File: config.mk
export PLATFORM = sky130hd
export DESIGN_NAME = dram_block_responder
export DESIGN_NICKNAME = d
export VERILOG_FILES = /design/src/rtl/dram_pkg.sv /design/src/rtl/dram_block_responder.sv
export SDC_FILE = /design/constraint.sdc
export NUM_CORES = 2
export LEC_CHECK = 0
export CAP_MARGIN = 40
export CORE_AREA = 2 2 536 538
export CTS_CLUSTER_SIZE = 16
export DETAILED_ROUTE_END_ITERATION = 16
export DIE_AREA = 0 0 538 540
export PLACE_DENSITY_LB_ADDON = 0.2
export SYNTH_ARGS = -nofsm -noshare
export SYNTH_HDL_FRONTEND = slang
export SYNTH_SLANG_ARGS = --single-unit
File: constraint.sdc
create_clock -name clk -period 2.43 [get_ports clk]
set_input_delay 0.243 -clock clk [delete_from_list [all_inputs] [get_ports clk]]
set_output_delay 0.243 -clock clk [all_outputs]
set_load 0.005 [all_outputs]
File: src/rtl/dram_pkg.sv
// Shared types and sizing for the DRAM cache-block responder and its MIG-style app port.
package dram_pkg;

   localparam int BURST_BITS        = 128;
   localparam int CACHE_BLOCK_BYTES = 64;
   localparam int DRAM_ADDR_BITS    = 27;
   localparam int BURST_STRIDE      = 8;
   localparam int BEATS             = CACHE_BLOCK_BYTES * 8 / BURST_BITS;
   localparam int BLOCK_BITS        = BEATS * BURST_BITS;
   localparam int MASK_BITS         = BURST_BITS / 8;
   // Beat index plus one extra bit that flags "all beats transferred".
   localparam int CNT_BITS          = $clog2(BEATS) + 1;

   localparam logic [2:0] APP_CMD_READ  = 3'b001;
   localparam logic [2:0] APP_CMD_WRITE = 3'b000;

   localparam logic [DRAM_ADDR_BITS-1:0] BLOCK_ALIGN_MASK = DRAM_ADDR_BITS'(32'h1F);

   typedef enum logic [2:0] {
      ST_IDLE,
      ST_RD_ISSUE,
      ST_RD_DONE,
      ST_WR_ISSUE,
      ST_WR_DONE
   } state_e;

   function automatic logic [DRAM_ADDR_BITS-1:0] block_align(input logic [DRAM_ADDR_BITS-1:0] a);
      return a & ~BLOCK_ALIGN_MASK;
   endfunction

endpackage

File: src/rtl/dram_block_responder.sv
// Serves one 512-bit block read/write as four 128-bit app bursts; commands start the cycle after acceptance.
// Stalls on app_rdy / app_wdf_rdy with stable outputs; ready is low whenever a block is in flight.
module dram_block_responder
   import dram_pkg::*;
(
   input  logic                      clk,
   input  logic                      rst,
   input  logic                      init_calib_complete,
   output logic                      read_ready,
   input  logic                      read_request,
   input  logic [DRAM_ADDR_BITS-1:0] read_address,
   output logic                      read_response,
   output logic [BLOCK_BITS-1:0]     read_data,
   output logic                      write_ready,
   input  logic                      write_request,
   input  logic [DRAM_ADDR_BITS-1:0] write_address,
   input  logic [BLOCK_BITS-1:0]     write_data,
   output logic [DRAM_ADDR_BITS-1:0] app_addr,
   output logic [2:0]                app_cmd,
   output logic                      app_en,
   input  logic                      app_rdy,
   output logic [BURST_BITS-1:0]     app_wdf_data,
   output logic                      app_wdf_wren,
   output logic                      app_wdf_end,
   output logic [MASK_BITS-1:0]      app_wdf_mask,
   input  logic                      app_wdf_rdy,
   input  logic [BURST_BITS-1:0]     app_rd_data,
   input  logic                      app_rd_data_valid
);

   state_e                           state_q, state_d;
   logic [DRAM_ADDR_BITS-1:0]        base_q, base_d;
   logic [DRAM_ADDR_BITS-1:0]        pend_addr_q, pend_addr_d;
   logic                             pend_vld_q, pend_vld_d;
   logic [CNT_BITS-1:0]              cmd_cnt_q, cmd_cnt_d;
   logic [CNT_BITS-1:0]              data_cnt_q, data_cnt_d;
   logic [BEATS-1:0][BURST_BITS-1:0] wr_data_q, wr_data_d;
   logic [BEATS-1:0][BURST_BITS-1:0] read_data_q, read_data_d;
   logic [BEATS-2:0][BURST_BITS-1:0] rd_buf_q, rd_buf_d;
   logic                             idle_rdy;
   logic [DRAM_ADDR_BITS-1:0]        cmd_off;

   always_ff @(posedge clk or negedge rst) begin
      if (!rst) begin
         state_q     <= ST_IDLE;
         base_q      <= '0;
         pend_addr_q <= '0;
         pend_vld_q  <= 1'b0;
         cmd_cnt_q   <= '0;
         data_cnt_q  <= '0;
         wr_data_q   <= '0;
         read_data_q <= '0;
         rd_buf_q    <= '0;
      end else begin
         state_q     <= state_d;
         base_q      <= base_d;
         pend_addr_q <= pend_addr_d;
         pend_vld_q  <= pend_vld_d;
         cmd_cnt_q   <= cmd_cnt_d;
         data_cnt_q  <= data_cnt_d;
         wr_data_q   <= wr_data_d;
         read_data_q <= read_data_d;
         rd_buf_q    <= rd_buf_d;
      end
   end

   always_comb begin
      state_d     = state_q;
      base_d      = base_q;
      pend_addr_d = pend_addr_q;
      pend_vld_d  = pend_vld_q;
      cmd_cnt_d   = cmd_cnt_q;
      data_cnt_d  = data_cnt_q;
      wr_data_d   = wr_data_q;
      read_data_d = read_data_q;
      rd_buf_d    = rd_buf_q;

      // Gated by rst so every output, ready included, reads 0 while held in reset.
      idle_rdy      = rst && (state_q == ST_IDLE) && init_calib_complete;
      read_ready    = idle_rdy;
      write_ready   = idle_rdy;
      read_response = (state_q == ST_RD_DONE);
      read_data     = read_data_q;

      app_en  = ((state_q == ST_RD_ISSUE) || (state_q == ST_WR_ISSUE)) && !cmd_cnt_q[CNT_BITS-1];
      app_cmd = (app_en && (state_q == ST_RD_ISSUE)) ? APP_CMD_READ : APP_CMD_WRITE;
      cmd_off = DRAM_ADDR_BITS'(cmd_cnt_q[CNT_BITS-2:0]) * DRAM_ADDR_BITS'(BURST_STRIDE);
      app_addr = app_en ? (base_q + cmd_off) : '0;

      app_wdf_wren = (state_q == ST_WR_ISSUE) && !data_cnt_q[CNT_BITS-1];
      app_wdf_end  = app_wdf_wren;
      app_wdf_data = app_wdf_wren ? wr_data_q[data_cnt_q[CNT_BITS-2:0]] : '0;
      app_wdf_mask = '0;

      unique case (state_q)
         ST_IDLE: begin
            if (idle_rdy && read_request) begin
               state_d    = ST_RD_ISSUE;
               base_d     = block_align(read_address);
               cmd_cnt_d  = '0;
               data_cnt_d = '0;
               // A write arriving with the read is parked and served right after it.
               if (write_request) begin
                  pend_vld_d  = 1'b1;
                  pend_addr_d = block_align(write_address);
                  wr_data_d   = write_data;
               end
            end else if (idle_rdy && write_request) begin
               state_d    = ST_WR_ISSUE;
               base_d     = block_align(write_address);
               wr_data_d  = write_data;
               cmd_cnt_d  = '0;
               data_cnt_d = '0;
            end
         end
         ST_RD_ISSUE: begin
            if (app_en && app_rdy) cmd_cnt_d = cmd_cnt_q + 1'b1;
            if (app_rd_data_valid && !data_cnt_q[CNT_BITS-1]) begin
               data_cnt_d = data_cnt_q + 1'b1;
               // Last beat goes straight into read_data so a partial block is never visible.
               if (data_cnt_q[CNT_BITS-2:0] == CNT_BITS'(BEATS - 1)) begin
                  read_data_d = {app_rd_data, rd_buf_q};
                  state_d     = ST_RD_DONE;
               end else begin
                  rd_buf_d[data_cnt_q[CNT_BITS-2:0]] = app_rd_data;
               end
            end
         end
         ST_RD_DONE: begin
            if (pend_vld_q) begin
               state_d    = ST_WR_ISSUE;
               base_d     = pend_addr_q;
               pend_vld_d = 1'b0;
               cmd_cnt_d  = '0;
               data_cnt_d = '0;
            end else begin
               state_d = ST_IDLE;
            end
         end
         ST_WR_ISSUE: begin
            if (app_en && app_rdy)            cmd_cnt_d  = cmd_cnt_q + 1'b1;
            if (app_wdf_wren && app_wdf_rdy)  data_cnt_d = data_cnt_q + 1'b1;
            if (cmd_cnt_d[CNT_BITS-1] && data_cnt_d[CNT_BITS-1]) state_d = ST_WR_DONE;
         end
         ST_WR_DONE: state_d = ST_IDLE;
         default:    state_d = ST_IDLE;
      endcase
   end

endmodule

# Word-level counts from Yosys, hierarchy flattened

Cells that the tools add are included.

Flip-flop bits (word level): 1467
Input bits: 702
Output and inout bits: 692
Logic and storage cells: 101

Add/sub/neg operators: 3
$lt $le $gt $ge: 2
Equal/unequal tests: 13
Mux-type cells: 35
Bitwise operators: 1
Reductions and logical operators: 29

Operators with widths:

| kind                                                                  | number |
|---|---|
| 512-bit 2-to-1 mux                                                    | 3 |
| 384-bit bitwise mux                                                   | 1 |
| 128-bit 2-to-1 mux                                                    | 3 |
| 128-bit binary-select mux with 2-bit select                           | 1 |
| 128-bit demux with 2-bit select                                       | 1 |
| 27-bit 2-to-1 mux                                                     | 4 |
| 27-bit one-hot mux with 2 select lines                                | 1 |
| 3-bit 2-to-1 mux                                                      | 13 |
| 3-bit one-hot mux with 4 select lines                                 | 3 |
| 27-bit by 5-bit adder with 27-bit output                              | 1 |
| 3-bit AND reduction                                                   | 7 |
| 1-bit logical AND                                                     | 12 |
| 2-bit by 1-bit != test with 1-bit output, second input constant       | 6 |
| 4-bit AND reduction                                                   | 2 |
| 3-bit by 1-bit adder with 3-bit output, second input constant         | 2 |
| 3-bit by 2-bit equality test with 1-bit output, second input constant | 2 |
| 5-bit AND reduction                                                   | 1 |
| 2-bit != test, second input constant                                  | 2 |
| 2-bit nonzero test                                                    | 2 |
| 4-bit nonzero test                                                    | 1 |
| 3-bit by 1-bit equality test with 1-bit output, second input constant | 1 |
| 3-bit logical NOT                                                     | 1 |
| 2-bit by 3-bit < comparator with 1-bit output, second input constant  | 1 |
| 1-bit 2-to-1 mux                                                      | 3 |
| 8 further kinds                                                       | 9 |

# Longest topological paths before layout

Depth in word-level cells: 9
Mapped depth: 9
Gate-level depth less buffers: 5

# Least setup slack after synthesis

OpenSTA, ideal clock, no wires.

Path kind: reg-to-reg
Start point: register data_cnt_q[1]
End point: register rd_buf_q[107] (netlist name)
Library setup time: 0.125 ns
Data arrival time: 2.095 ns
Data required time: 2.305 ns
Path slack: 0.210 ns
Cell stages (with the launch flop): 9
Path buffers: 4
Period minus slack after synthesis: 2.220 ns
Cell sequence: dfrtp_1 clkbuf_1 buf_1 inv_1 ha_1 and2_1 buf_4 buf_4 mux2_2

Cells in the longest elaborated chain, start to end: 5
Elaborated cells on any way between the ends: 9
Those cells by class: order compare: 2; eq/ne: 1; mux: 3; bitwise: 1; reduce/logical: 2

RTL lines:

| item                                                                                                                                                       | RTL line                    | text |
|---|---|---|
| start, declared                                                                                                                                            | dram_block_responder.sv:36  | `logic [CNT_BITS-1:0] data_cnt_q, data_cnt_d;` |
| start signal, assigned                                                                                                                                     | dram_block_responder.sv:60  | `data_cnt_q <= data_cnt_d;` |
| 2-bit by 3-bit < comparator with 1-bit output (not written as such) / 2-bit by 1-bit greater-or-equal comparator with 1-bit output (equally long branches) | dram_block_responder.sv:125 | `rd_buf_d[data_cnt_q[CNT_BITS-2:0]] = app_rd_data;` |
| 1-bit logical AND (not written as such)                                                                                                                    | dram_block_responder.sv:125 |  |
| 128-bit 2-to-1 mux (not written as such)                                                                                                                   | dram_block_responder.sv:125 |  |
| 128-bit demux with 2-bit select                                                                                                                            | dram_block_responder.sv:125 |  |
| 384-bit bitwise mux                                                                                                                                        | dram_block_responder.sv:125 |  |
| end signal, assigned                                                                                                                                       | dram_block_responder.sv:63  | `rd_buf_q <= rd_buf_d;` |
| end, declared                                                                                                                                              | dram_block_responder.sv:39  | `logic [BEATS-2:0][BURST_BITS-1:0] rd_buf_q, rd_buf_d;` |

Parallel ways exist; a longest one is shown, timed or not.
A chain may end at the register's enable or synchronous reset.

# Final worst setup path

Start point: register data_cnt_q[0]
End point: output port app_wdf_data[94]

Cells in the longest elaborated chain, start to end: 3

RTL lines:

| item                                        | RTL line                   | text |
|---|---|---|
| 128-bit binary-select mux with 2-bit select | dram_block_responder.sv:92 | `app_wdf_data = app_wdf_wren ? wr_data_q[data_cnt_q[CNT_BITS-2:0]] : '0;` |
| 128-bit 2-to-1 mux (not written as such)    | dram_block_responder.sv:92 |  |
| 128-bit 2-to-1 mux                          | dram_block_responder.sv:92 |  |
| end, declared                               | dram_block_responder.sv:22 | `output logic [BURST_BITS-1:0] app_wdf_data,` |

No other way between the ends. The select of a mux whose other input is x is not followed.

==> metrics.log <==
[metrics] total half-perimeter wirelength after legalization and detailed placement: 182 mm
[metrics] number of antenna violations at the first check in global routing: 127
[metrics] Cells after Synth: 3,603
[metrics] Slew Limit Headroom: 30.6%
[metrics] count of endpoints failing setup in the final report: 821
[metrics] Std-Cell Core Area: 284,000 um^2
[metrics] arrival time of data at the critical path endpoint: 2.71 ns
[metrics] Pre-Repair DR Iteration Count: 5
[metrics] power density of the placed cells: 1120 nW/um^2
[metrics] maximum count of clock buffers along a single path: 4
[metrics] chip width: 538 um
[metrics] GRT Total Usage: 16.4%
[metrics] Fin Clk Skew: 0.0493 ns
[metrics] worst hold path startpoint: write_data[39]
[metrics] routability-driven placement congestion ratio: 0.795
[metrics] cell breakdown of the critical path: buf_12, buf_16, buf_16, buf_6, mux4_2, and2_4, buf_6
[metrics] register-to-register setup slack: -0.20 ns
[metrics] vias post-DR: 39.4k
[metrics] largest stage delay on the critical path: 0.52 ns
[metrics] fraction of registers with async set/reset: 100%
[metrics] final cell utilization of the core: 32.3%
[metrics] NumNets Final: 6,370
[metrics] synthesized cell area: 59,300 um^2
[metrics] Die Ht: 540 um
[metrics] share of the yosys chip area belonging to registers: 61.7%
[metrics] P&R area growth vs syn: 54.9%
[metrics] Initial Util: 20.8%
[metrics] Bufs and invs on worst path: 5
[metrics] buffers added on ports: 1,362
[metrics] worst endpoint required time: 2.19 ns
[metrics] GR Layer Usage met2: 28.6%
[metrics] prevailing post-synth register cell: sky130_fd_sc_hd__dfrtp_1
[metrics] FP Rows: 196
[metrics] CTS clock-pin slew for the worst setup and hold paths: 0.06 ns
[metrics] pin count of the biggest net entering global routing: 169
[metrics] setup_tns: -119.83 ns
[metrics] Critical Path Source Type: flip-flop
[metrics] critical path launch point: data_cnt_q[0]
[metrics] Antenna Nets Post-Route: 0
[metrics] routed wire length: 246 mm
[metrics] first-pass GRT wire length: 338 mm
[metrics] area enclosed by the die boundary: 291,000 um^2
[metrics] worst vdd ir: 0.000662 V
[metrics] register bit count reported by yosys: 1,462
[metrics] path type of the worst setup path: reg2out
[metrics] Num CTS Buffers: 180
[metrics] H-tree depth: 4
[metrics] top cells by area, synth: sky130_fd_sc_hd__dfrtp_1 (62%), sky130_fd_sc_hd__mux2_2 (26%), sky130_fd_sc_hd__mux4_2 (4.9%), sky130_fd_sc_hd__and2_1 (1.6%), sky130_fd_sc_hd__buf_4 (1.1%)
[metrics] clock latency at the later pin of the worst-skew pair: 0.83 ns
[metrics] Mean Syn Cell Area: 16.4 um^2
[metrics] number of remaining DRC errors: 0
[metrics] Yosys warning total: 0
[metrics] Root Driver: sky130_fd_sc_hd__clkbuf_16
[metrics] via count of the first global-routing pass: 42.5k
[metrics] global routing's busiest layer: met2
[metrics] slowest stage cell, crit path: sky130_fd_sc_hd__dfrtp_4
[metrics] worst slew pin tran: 1.04 ns
[metrics] RSZ-0062 raised after global routing: true
[metrics] share of final-layout standard cells stronger than drive strength 1: 42.7%
[metrics] Filler Cell Count: 28.1k
[metrics] reg-to-reg critical path startpoint: data_cnt_q[0]
[metrics] area of the multi-input gates: 21,700 um^2
[metrics] post-synth cell types: 42
[metrics] most area-hungry cell type in the Yosys netlist: sky130_fd_sc_hd__dfrtp_1
[metrics] wire length per cell after detailed routing: 25.6 um
[metrics] static leakage: 0.0396 uW
[metrics] CTS Sinks: 1,462
[metrics] Tcrit/Tclk final: 122%
[metrics] number of flops mapped to enable cells by yosys: 0
[metrics] met3 layer usage reported by global route: 5.66%
[metrics] min cycle time layout: 2.95 ns
[metrics] Fmax: 338 MHz
[metrics] critical-path maximum fanout: 6
[metrics] via density per instance: 4.10
[metrics] TritonCTS clock tree: built
[metrics] final number of max-transition violations: 0
[metrics] boundary pin count: 1,394
[metrics] violations in the final reports: negative setup slack
[metrics] reported max-cap violation count: 0
[metrics] status: complete, but fails checks
[metrics] count of endpoints failing hold in the final timing report: 0
[metrics] post-placement setup slack: -0.0866 ns
[metrics] met1 GRT Util: 18.4%
[metrics] Detailed Route Iter0 Violations: 1,529
[metrics] total congestion overflow: 0
[metrics] hold_ws: 0.0889 ns
[metrics] category of the worst setup path capture point: output port
[metrics] Setup WS post-layout: -0.525 ns
[metrics] area share of the largest cell type after synthesis: 61.7%
[metrics] path category of the worst min-delay check: in2reg
[metrics] FF+latch area: 36,600 um^2
[metrics] cell type group with the largest total delay on the critical path: buffers and inverters
==> timing repair <==
action	CTS	global route
setup endpoints to repair	758	1219
hold buffers	374	0
resized for setup	1053	116
setup buffers	126	21
cloned	20	12
hold endpoints to repair	733	0
pin swaps	106	43
==> cell usage in the layout, fill, tap and decap left out, drive strengths merged <==
master         count
a2111oi            1
a21o               1
a21oi             28
a31oi              3
a32o              22
and2             157
and2b              1
and3b              1
and4b              1
buf              512
bufbuf             5
bufinv             1
clkbuf           285
clkdlybuf4s50   1202
clkinv            26
clkinvlp           2
conb              21
dfrtp           1462
diode             56
dlygate4sd3      374
ha                 5
inv               12
mux2            1432
mux2i              2
mux4             128
nand2             31
nand2b             3
nand3              1
nand3b             2
nor2              10
nor3               3
nor3b              3
nor4b              1
o21ai              2
o21bai             1
o31ai              1
or2                3
or3               45
or3b               1
==> synthesized netlist by cell type, types with 4 or more instances <==
cell and number:
sky130_fd_sc_hd__a21oi_1 28, sky130_fd_sc_hd__mux2_1 47, sky130_fd_sc_hd__buf_2 74, sky130_fd_sc_hd__nor2_1 9, sky130_fd_sc_hd__nand2_1 31, sky130_fd_sc_hd__dfrtp_1 1462
sky130_fd_sc_hd__a32o_1 22, sky130_fd_sc_hd__mux2_2 1385, sky130_fd_sc_hd__mux4_2 128, sky130_fd_sc_hd__buf_1 5, sky130_fd_sc_hd__inv_1 4, sky130_fd_sc_hd__buf_6 31
sky130_fd_sc_hd__clkbuf_1 51, sky130_fd_sc_hd__buf_4 84, sky130_fd_sc_hd__ha_1 5, sky130_fd_sc_hd__or3_1 45, sky130_fd_sc_hd__and2_1 156
==> power breakdown <==
group / leakage, uW / switching, uW / internal (uW)
logic: 0.0182 / 12400 / 22500
clock network: 0.00281 / 11000 / 15300
registers: 0.0186 / 6820 / 35100
total: 0.0396 / 30100 / 72900
==> cell type report <==
class | count | area share, %
clock inverters | 37 | 0.377
inverters | 4 | 0.0164
multi-input cells | 1910 | 23.6
clock buffers | 273 | 5.83
flip-flops and latches | 1462 | 39.9
repair buffers | 2105 | 25.0
well taps | 3762 | 5.13
diodes | 56 | 0.153
==> worst register-to-register path, delay by kind of cell (launching register included) <==
family / cells / cell delay (ns)
and+or+nand+nor: 2 / 0.45
DFF: 1 / 0.47
adders and majority gates: 1 / 0.14
muxes: 1 / 0.37
buffers and inverters: 7 / 1.12
==> state kept, by name (all words and copies together) (netlist names) <==
register and count:
pend_vld_q 1, rd_buf_q 384, wr_data_q 512, read_data 512, cmd_cnt_q 3, pend_addr_q 22
state_q 3, data_cnt_q 3, base_q 22
==> metal layers <==
layer / share of wire, % / vias to the layer above
met5: 0.15 / -
met4: 3.8 / 58
met3: 8.5 / 442
met2: 50 / 1365
met1: 38 / 20400
li1: - / 17200
==> through the flow <==
step | cell area, um^2 | power, uW | cells
after floorplan | 59300 | 54900 | 3623
after global placement | 78900 | 72400 | 8706
after detailed placement | 79000 | 73200 | 8710
after CTS | 91100 | 105000 | 9537
after global routing | 91700 | 109000 | 9584
final | 91800 | 103000 | 9609
==> cells by family after synthesis <==
kind of cell | Yosys count | share of synthesized area [%]
AND/OR/NAND/NOR | 263 | 2.66
other | 1 | 0.00633
AO/OA/AOI/OAI | 59 | 0.709
buffers and inverters | 251 | 2.67
multiplexers | 1562 | 32.1
adder cells (fa/ha/maj) | 5 | 0.106
flip-flops | 1462 | 61.7
==> path summary, 6_finish.rpt <==
kind	to	depth (start not counted)
worst max-delay path	app_wdf_data[94]	7
worst min-delay path	wr_data_q[39]	2
worst max register to register	read_data[175]	11
worst min register to register	read_data[205]	1
max in group asynchronous	pend_addr_q[22]	4
min in group asynchronous	wr_data_q[424]	3
(Power assumes the default switching activity.)
